[config.mk]
export PLATFORM = sky130hd
export DESIGN_NAME = rv32i_core
export DESIGN_NICKNAME = d
export VERILOG_FILES = /design/src/rtl/rv32i_core.sv
export SDC_FILE = /design/constraint.sdc
export NUM_CORES = 2
export LEC_CHECK = 0
export CORE_MARGIN = 1.5
export CORE_UTILIZATION = 51
export CTS_CLUSTER_DIAMETER = 40
export DETAILED_ROUTE_END_ITERATION = 10
export PLACE_DENSITY = 0.68
export RECOVER_POWER = 25
export SETUP_SLACK_MARGIN = 0.2
export SYNTH_ARGS = -nofsm -noshare
export SYNTH_HDL_FRONTEND = slang
export SYNTH_SLANG_ARGS = --single-unit
export TNS_END_PERCENT = 5
[constraint.sdc]
create_clock -name clk -period 8.98 [get_ports clk]
set_input_delay 0.898 -clock clk [delete_from_list [all_inputs] [get_ports clk]]
set_output_delay 0.898 -clock clk [all_outputs]
set_load 0.005 [all_outputs]
[src/rtl/rv32i_core.sv]
// Single-cycle RV32I core: combinational fetch/decode/execute/memory,
// PC and register-file writeback on the rising clock edge.
module rv32i_core (
  input  logic        clk,
  input  logic        rst,
  output logic [29:0] rom_addr,
  input  logic [31:0] rom_in,
  output logic [31:0] ram_addr,
  output logic        ram_r,
  output logic [3:0]  ram_w,
  output logic [31:0] ram_out,
  input  logic [31:0] ram_in,
  output logic        brk
);

  localparam int unsigned XLEN = 32;
  localparam int unsigned NREG = 32;

  localparam logic [6:0] OP_LUI    = 7'b0110111;
  localparam logic [6:0] OP_AUIPC  = 7'b0010111;
  localparam logic [6:0] OP_JAL    = 7'b1101111;
  localparam logic [6:0] OP_JALR   = 7'b1100111;
  localparam logic [6:0] OP_BRANCH = 7'b1100011;
  localparam logic [6:0] OP_LOAD   = 7'b0000011;
  localparam logic [6:0] OP_STORE  = 7'b0100011;
  localparam logic [6:0] OP_IMM    = 7'b0010011;
  localparam logic [6:0] OP_OP     = 7'b0110011;
  localparam logic [6:0] OP_SYSTEM = 7'b1110011;
  localparam logic [31:0] INSN_EBREAK = 32'h0010_0073;

  logic [XLEN-1:0] pc, next_pc;
  logic [XLEN-1:0] rf [NREG];

  logic [6:0]      opcode;
  logic [4:0]      rd, rs1, rs2;
  logic [2:0]      f3;
  logic [XLEN-1:0] imm_i, imm_s, imm_b, imm_u, imm_j;
  logic [XLEN-1:0] rs1_v, rs2_v, alu_b, alu_y, wb_val;
  logic [XLEN-1:0] ld_addr, st_addr;
  logic [7:0]      ld_byte;
  logic [15:0]     ld_half;
  logic [3:0]      st_mask;
  logic            taken, wb_en, ld, is_brk;

  assign rom_addr = pc[31:2];

  assign opcode = rom_in[6:0];
  assign rd     = rom_in[11:7];
  assign f3     = rom_in[14:12];
  assign rs1    = rom_in[19:15];
  assign rs2    = rom_in[24:20];

  assign imm_i = {{20{rom_in[31]}}, rom_in[31:20]};
  assign imm_s = {{20{rom_in[31]}}, rom_in[31:25], rom_in[11:7]};
  assign imm_b = {{19{rom_in[31]}}, rom_in[31], rom_in[7], rom_in[30:25], rom_in[11:8], 1'b0};
  assign imm_u = {rom_in[31:12], 12'b0};
  assign imm_j = {{11{rom_in[31]}}, rom_in[31], rom_in[19:12], rom_in[20], rom_in[30:21], 1'b0};

  // x0 is hardwired to zero on the read side; it is never written
  assign rs1_v = (rs1 == 5'd0) ? '0 : rf[rs1];
  assign rs2_v = (rs2 == 5'd0) ? '0 : rf[rs2];

  assign ld_addr = rs1_v + imm_i;
  assign st_addr = rs1_v + imm_s;
  assign ld_half = ld_addr[1] ? ram_in[31:16] : ram_in[15:0];

  always_comb begin
    ld_byte = ram_in[7:0];
    case (ld_addr[1:0])
      2'd1:    ld_byte = ram_in[15:8];
      2'd2:    ld_byte = ram_in[23:16];
      2'd3:    ld_byte = ram_in[31:24];
      default: ld_byte = ram_in[7:0];
    endcase
  end

  // Shared ALU for OP and OP-IMM; bit 30 selects SUB (register form only) and SRA
  assign alu_b = (opcode == OP_OP) ? rs2_v : imm_i;

  always_comb begin
    alu_y = '0;
    case (f3)
      3'b000:  alu_y = ((opcode == OP_OP) && rom_in[30]) ? rs1_v - alu_b : rs1_v + alu_b;
      3'b001:  alu_y = rs1_v << alu_b[4:0];
      3'b010:  alu_y = {31'b0, $signed(rs1_v) < $signed(alu_b)};
      3'b011:  alu_y = {31'b0, rs1_v < alu_b};
      3'b100:  alu_y = rs1_v ^ alu_b;
      3'b101:  alu_y = rom_in[30] ? XLEN'($signed(rs1_v) >>> alu_b[4:0]) : rs1_v >> alu_b[4:0];
      3'b110:  alu_y = rs1_v | alu_b;
      default: alu_y = rs1_v & alu_b;
    endcase
  end

  always_comb begin
    taken = 1'b0;
    case (f3)
      3'b000:  taken = rs1_v == rs2_v;
      3'b001:  taken = rs1_v != rs2_v;
      3'b100:  taken = $signed(rs1_v) < $signed(rs2_v);
      3'b101:  taken = $signed(rs1_v) >= $signed(rs2_v);
      3'b110:  taken = rs1_v < rs2_v;
      3'b111:  taken = rs1_v >= rs2_v;
      default: taken = 1'b0;
    endcase
  end

  // Instruction execute: next PC, writeback value and memory request
  always_comb begin
    next_pc  = pc + 32'd4;
    wb_en    = 1'b0;
    wb_val   = '0;
    ram_addr = '0;
    ram_out  = '0;
    ld       = 1'b0;
    st_mask  = 4'b0000;
    is_brk   = 1'b0;
    case (opcode)
      OP_LUI:   begin wb_en = 1'b1; wb_val = imm_u; end
      OP_AUIPC: begin wb_en = 1'b1; wb_val = pc + imm_u; end
      OP_JAL: begin
        wb_en   = 1'b1;
        wb_val  = pc + 32'd4;
        next_pc = pc + imm_j;
      end
      OP_JALR: begin
        wb_en   = 1'b1;
        wb_val  = pc + 32'd4;
        next_pc = (rs1_v + imm_i) & ~32'd1;
      end
      OP_BRANCH: if (taken) next_pc = pc + imm_b;
      OP_LOAD: begin
        case (f3)
          3'b000:  begin ld = 1'b1; wb_val = {{24{ld_byte[7]}}, ld_byte}; end
          3'b001:  begin ld = 1'b1; wb_val = {{16{ld_half[15]}}, ld_half}; end
          3'b010:  begin ld = 1'b1; wb_val = ram_in; end
          3'b100:  begin ld = 1'b1; wb_val = {24'b0, ld_byte}; end
          3'b101:  begin ld = 1'b1; wb_val = {16'b0, ld_half}; end
          default: ld = 1'b0;
        endcase
        wb_en    = ld;
        ram_addr = ld ? ld_addr : '0;
      end
      OP_STORE: begin
        case (f3)
          3'b000:  begin st_mask = 4'b0001 << st_addr[1:0]; ram_out = {4{rs2_v[7:0]}}; end
          3'b001:  begin st_mask = st_addr[1] ? 4'b1100 : 4'b0011; ram_out = {2{rs2_v[15:0]}}; end
          3'b010:  begin st_mask = 4'b1111; ram_out = rs2_v; end
          default: st_mask = 4'b0000;
        endcase
        ram_addr = (st_mask != 4'b0000) ? st_addr : '0;
      end
      OP_IMM, OP_OP: begin wb_en = 1'b1; wb_val = alu_y; end
      OP_SYSTEM: begin
        if (rom_in == INSN_EBREAK) begin
          is_brk  = 1'b1;
          next_pc = pc;
        end
      end
      default: wb_en = 1'b0;
    endcase
  end

  // Reset suppresses any side effect of the instruction in flight
  assign ram_r = ld & ~rst;
  assign ram_w = rst ? 4'b0000 : st_mask;
  assign brk   = is_brk & ~rst;

  always_ff @(posedge clk) begin
    if (rst) begin
      pc <= '0;
      for (int i = 0; i < NREG; i++) rf[i] <= '0;
    end else begin
      pc <= next_pc;
      if (wb_en && (rd != 5'd0)) rf[rd] <= wb_val;
    end
  end

endmodule

; ---- Word-level counts from Yosys, hierarchy flattened
; Memories as Yosys holds them, arrays and structs flattened.
; Cells that the tools add are included.
[totals]
input_bits = 66
reg_bits = 32
n_memories = 1
romBits = 0
wordCells = 100
latch_bits = 0
mem_bits_rw = 1024
[memory_table]
columns = name, words, width, read_ports, rd_ports_with_merged_regs, write_ports, line
row1 = rf, 32, 32, 2, 0, 32, 32  ; logic [XLEN-1:0] rf [NREG];
[classes]
n_addsub = 8
n_mux = 38
n_lt_le_gt_ge = 6
bitwise = 6
n_div = 0
n_shift = 4
reduce_logical = 12
mul = 0
eq_ne = 24
[op_table]
columns = cell, count
row1 = $mux W32, 11
row2 = $pmux W32 S5, 2
row3 = $pmux W32 S7, 1
row4 = $add A32 B32 Y32, 6
row5 = $lt A32 B32 Y1, 4
row6 = $pmux W32 S4, 1
row7 = $pmux W32 S3, 1
row8 = $ge A32 B32 Y1, 2
row9 = $pmux W32 S2, 1
row10 = $add A32 B3 Y32 const B, 1
row11 = $and A32 B32 Y32, 1
row12 = $eq A32 B21 Y1 const B, 1
row13 = $eq A32 B32 Y1, 1
row14 = $ne A32 B32 Y1, 1
row15 = $or A32 B32 Y32, 1
row16 = $reduce_or A32 Y1, 1
row17 = $shl A32 B5 Y32, 1
row18 = $shr A32 B5 Y32, 1
row19 = $sshr A32 B5 Y32, 1
row20 = $sub A32 B32 Y32, 1
row21 = $xor A32 B32 Y32, 1
row22 = $eq A7 B7 Y1 const B, 4
row23 = $pmux W8 S3, 1
row24 = $eq A7 B6 Y1 const B, 3
row25 = other kinds (26), 49

; ---- Depth between registers and ports, before layout
[depth]
ltp_word = 11
depth_mapped = 30
mapped_depth_nobuf = 21

; ---- Least setup slack after synthesis
; No wires, ideal clock.
[synth_timing]
kind = input to register
start = input rom_in[20]
end = memory rf[10][29], data pin
cell_stages = 26
setup_slack_ps = 1919
arrival_ps = 6793
n_path_buf = 9
cell_sequence = buf_6 > buf_12 > buf_12 > buf_4 > buf_2 > buf_1 > buf_1 > mux4_2 > mux4_2 > a22oi_1 > o21ai_0 > ha_1 > clkbuf_1 > a21oi_1 > a31o_2 > a21oi_1 > a31oi_1 > o211a_1 > o21ai_0 > a211oi_1 > nor2_1 > o21a_1 > nor3_1 > o31ai_2 > buf_2 > a21oi_1
[synth_lines]
columns = item, line
row1 = start: declaration, 7  ; input logic [31:0] rom_in,
row2 = end: declaration, 32

==> results_dict.tcl <==
set metrics [dict create \
    syn_area_sq_um 74200 \
    wl_um 393000 \
    rsz0062_at_grt "no" \
    die_w_um 384 \
    clk_latency_ps 830 \
    num_vias 69500 \
    tns_ps -2410 \
    wl_met1_um 131000 \
    reg2reg_to "rf[20][25]" \
    drc 0 \
    fp.dieArea_sq_um 148000 \
    wl_met2_um 163000 \
    coreArea_sq_um 144000 \
    min_period_ps 9050 \
    yosys.cell_types.count 110 \
    post_cts_buffers 0 \
    grt_pass1_vias 64700 \
    nFillCells 11800 \
    initial_utilization 0.515 \
    die_h_um 384 \
    worstPathArrival_ps 9480 \
    period_share 1.01 \
    leakagePower_nw 30.4 \
    holdBufCountCts 0 \
    tightestPinTransition_ps 3360 \
    status "complete, but fails checks" \
    drive_gt1_frac 0.193 \
    place.gp.congestion 1.13 \
    worst_setup_path_end_kind "register" \
    setup_ws_ps -74.5 \
    grt_max_degree 70 \
    ant_nets 0 \
    hold_viol_final 0 \
    ys_seq_elements 1055 \
    hp-class "reg -> reg" \
    final_core_util 0.587 \
    crit_path_max_incr_delay_ps 1650 \
    violations "max-capacitance violations, max-slew violations, negative setup slack" \
    cts_max_path_buffers 3 \
    synthArstFlopShare 0 \
    dr.pass1.iters 10 \
    r2r-start "rf[0][10]" \
    reg2reg_slack_ps 1700 \
    port_buffers 165 \
    max-slew-margin-rel -1.24 \
    worst_path_most_repeated_cell "clkbuf_1" \
    regArea_sq_um 31400 \
    final_common_cell "nor2_1" \
    muxShareOfSynthArea 0.184 \
    ys_warn_count 0 \
    cts_buffers 144 \
    synth_ff_type "edfxtp_1" \
    crit_end "rf[22][15]" \
    wl_per_cell_um 43.0 \
    required_ps 9400 \
    top_layer "met5" \
    total_power_mw 15.3 \
    htreeDepth 4 \
    fmax_mhz 110 \
    cap_viol_max_count 26 \
    synth_adder_area_share 0.0390 \
    maxSlewViolCount 762 \
    fin_skew_ps 63.0 \
    syn_inst 6936 \
    clock_sinks 1055 \
    io_pins 166 \
    pwr_density_cell_nw_per_um2 181 \
    grt_antenna_before_repair 39 \
    dpl.hpwl_um 278000 \
    crit_fanout 36 \
    synth_simple_gate_area_frac 0.133 \
    setup_viol 85 \
    vias_per_cell 7.60 \
    synth_top_family_by_area "multiplexers" \
    crit_chain "dlygate4sd3_1 -> nand4b_1 -> nor3_1 -> clkbuf_1 -> nor3_1 -> a21oi_1 -> nand2_1 -> nor2_1 -> clkbuf_1 -> nand2_2 -> clkbuf_1 -> nand2b_1 -> clkbuf_2" \
    setup.worst_path.start "rom_in[4]" \
    layout_common_cells "1165 x nor2_1, 1024 x edfxtp_1, 495 x a21oi_1" \
    reg2regPathDepth 19 \
    cts_tree "done" \
    synth-xor-area-share 0.0166 \
    crit_type "in -> reg" \
    setup.worst_path.start_class "input port" \
    grt_overflow 0 \
    synth_edf_count 1024 \
    yosysSeqAreaShare 0.423 \
    crit_slowest_cell "clkbuf_1" \
    syn2layout_area_growth_pct 14.0 \
    peakVddDrop_uv 203 \
    clock-root-buffer "clkbuf_16" \
    cts_resized 0 \
    grt.total_usage 0.522 \
    drt_iter0_markers 12800 \
    synth_compound_area_frac 0.149 \
    grt_first_pass_wirelength_um 530000 \
    route.met3.wl_um 64200 \
    clk_pin_slew_worst_paths_ps 60 \
    multi_input_area_sq_um 39300 \
    placementRows 139 \
    layout.nets 7395 \
    syn_area_per_cell_sq_um 10.7 \
]
[layout make-up]
| cell class | count | area share |
|---|---|---|
| clock inverter | 97 | 0.0129 |
| inverter | 154 | 0.00686 |
| multi-input combinational | 5084 | 0.465 |
| antenna | 18 | 0.000533 |
| clock buffer | 166 | 0.0445 |
| tap | 1903 | 0.0282 |
| sequential | 1055 | 0.371 |
| timing repair buffer | 663 | 0.0715 |
[worst min-delay path by stage]
stage,slack [ps],start,end,cells after the start
6_report,600,pc[20],pc[20],1
5_1_grt,620,pc[20],pc[20],1
4_1_cts,590,pc[1],pc[1],2
3_5_place_dp,590,pc[1],pc[1],2
3_3_place_gp,570,pc[1],pc[1],2
2_1_floorplan,480,pc[15],pc[15],2
[metal layers]
metal  up-vias  GRT usage
met5         -     0.0159
met1     34000      0.639
met2      6925      0.744
met4        48      0.358
met3      1789      0.220
li1      26700          -
[cells by family after synthesis]
kind of cell,Yosys count
AND/OR/NAND/NOR,2224
AO/OA/AOI/OAI,1701
flip-flops,1055
buffers and inverters,828
multiplexers,759
adder cells (fa/ha/maj),227
XOR/XNOR,141
other,1
[power breakdown]
group | internal, mW | leakage [nW] | switching, mW | total [mW]
clock network | 3.44 | 2.35 | 2.44 | 5.87
registers | 5.57 | 10.8 | 0.108 | 5.67
logic | 1.23 | 17.3 | 2.55 | 3.78
[synthesized netlist by cell type, types with 97 or more instances]
| cell | count | share of area |
|---|---|---|
| nor2_1 | 1170 | 0.059 |
| inv_1 | 143 | 0.0072 |
| mux4_2 | 456 | 0.14 |
| nand3_1 | 134 | 0.0090 |
| buf_2 | 183 | 0.012 |
| mux2i_1 | 247 | 0.033 |
| nor3_1 | 129 | 0.0087 |
| ha_1 | 220 | 0.037 |
| nand2_1 | 379 | 0.019 |
| edfxtp_1 | 1024 | 0.41 |
| xnor2_1 | 97 | 0.011 |
| a21oi_1 | 503 | 0.034 |
| clkbuf_1 | 311 | 0.016 |
| o21ai_0 | 334 | 0.023 |
[state kept, by name (all words and copies together), names as in the netlist]
| register | flops |
|---|---|
| rf | 1024 |
| pc | 31 |
[per-stage QoR]
step	hold WS [ps]	setup slack, ps	instance area (sq um)	std cells
4_1_cts	591	690	84700	9122
5_1_grt	619	258	84500	9122
2_1_floorplan	485	1920	74300	6967
6_report	597	-74.5	84600	9140
3_5_place_dp	591	733	79900	8859
3_3_place_gp	569	726	79900	8859
[worst max-delay path, delay by kind of cell]
family | cells | cell delay [ps]
and+or+nand+nor | 7 | 2480
buffers and inverters | 5 | 5580
AOI/OAI and AO/OA | 1 | 420
Note: power is estimated with default switching activity, not from simulation.
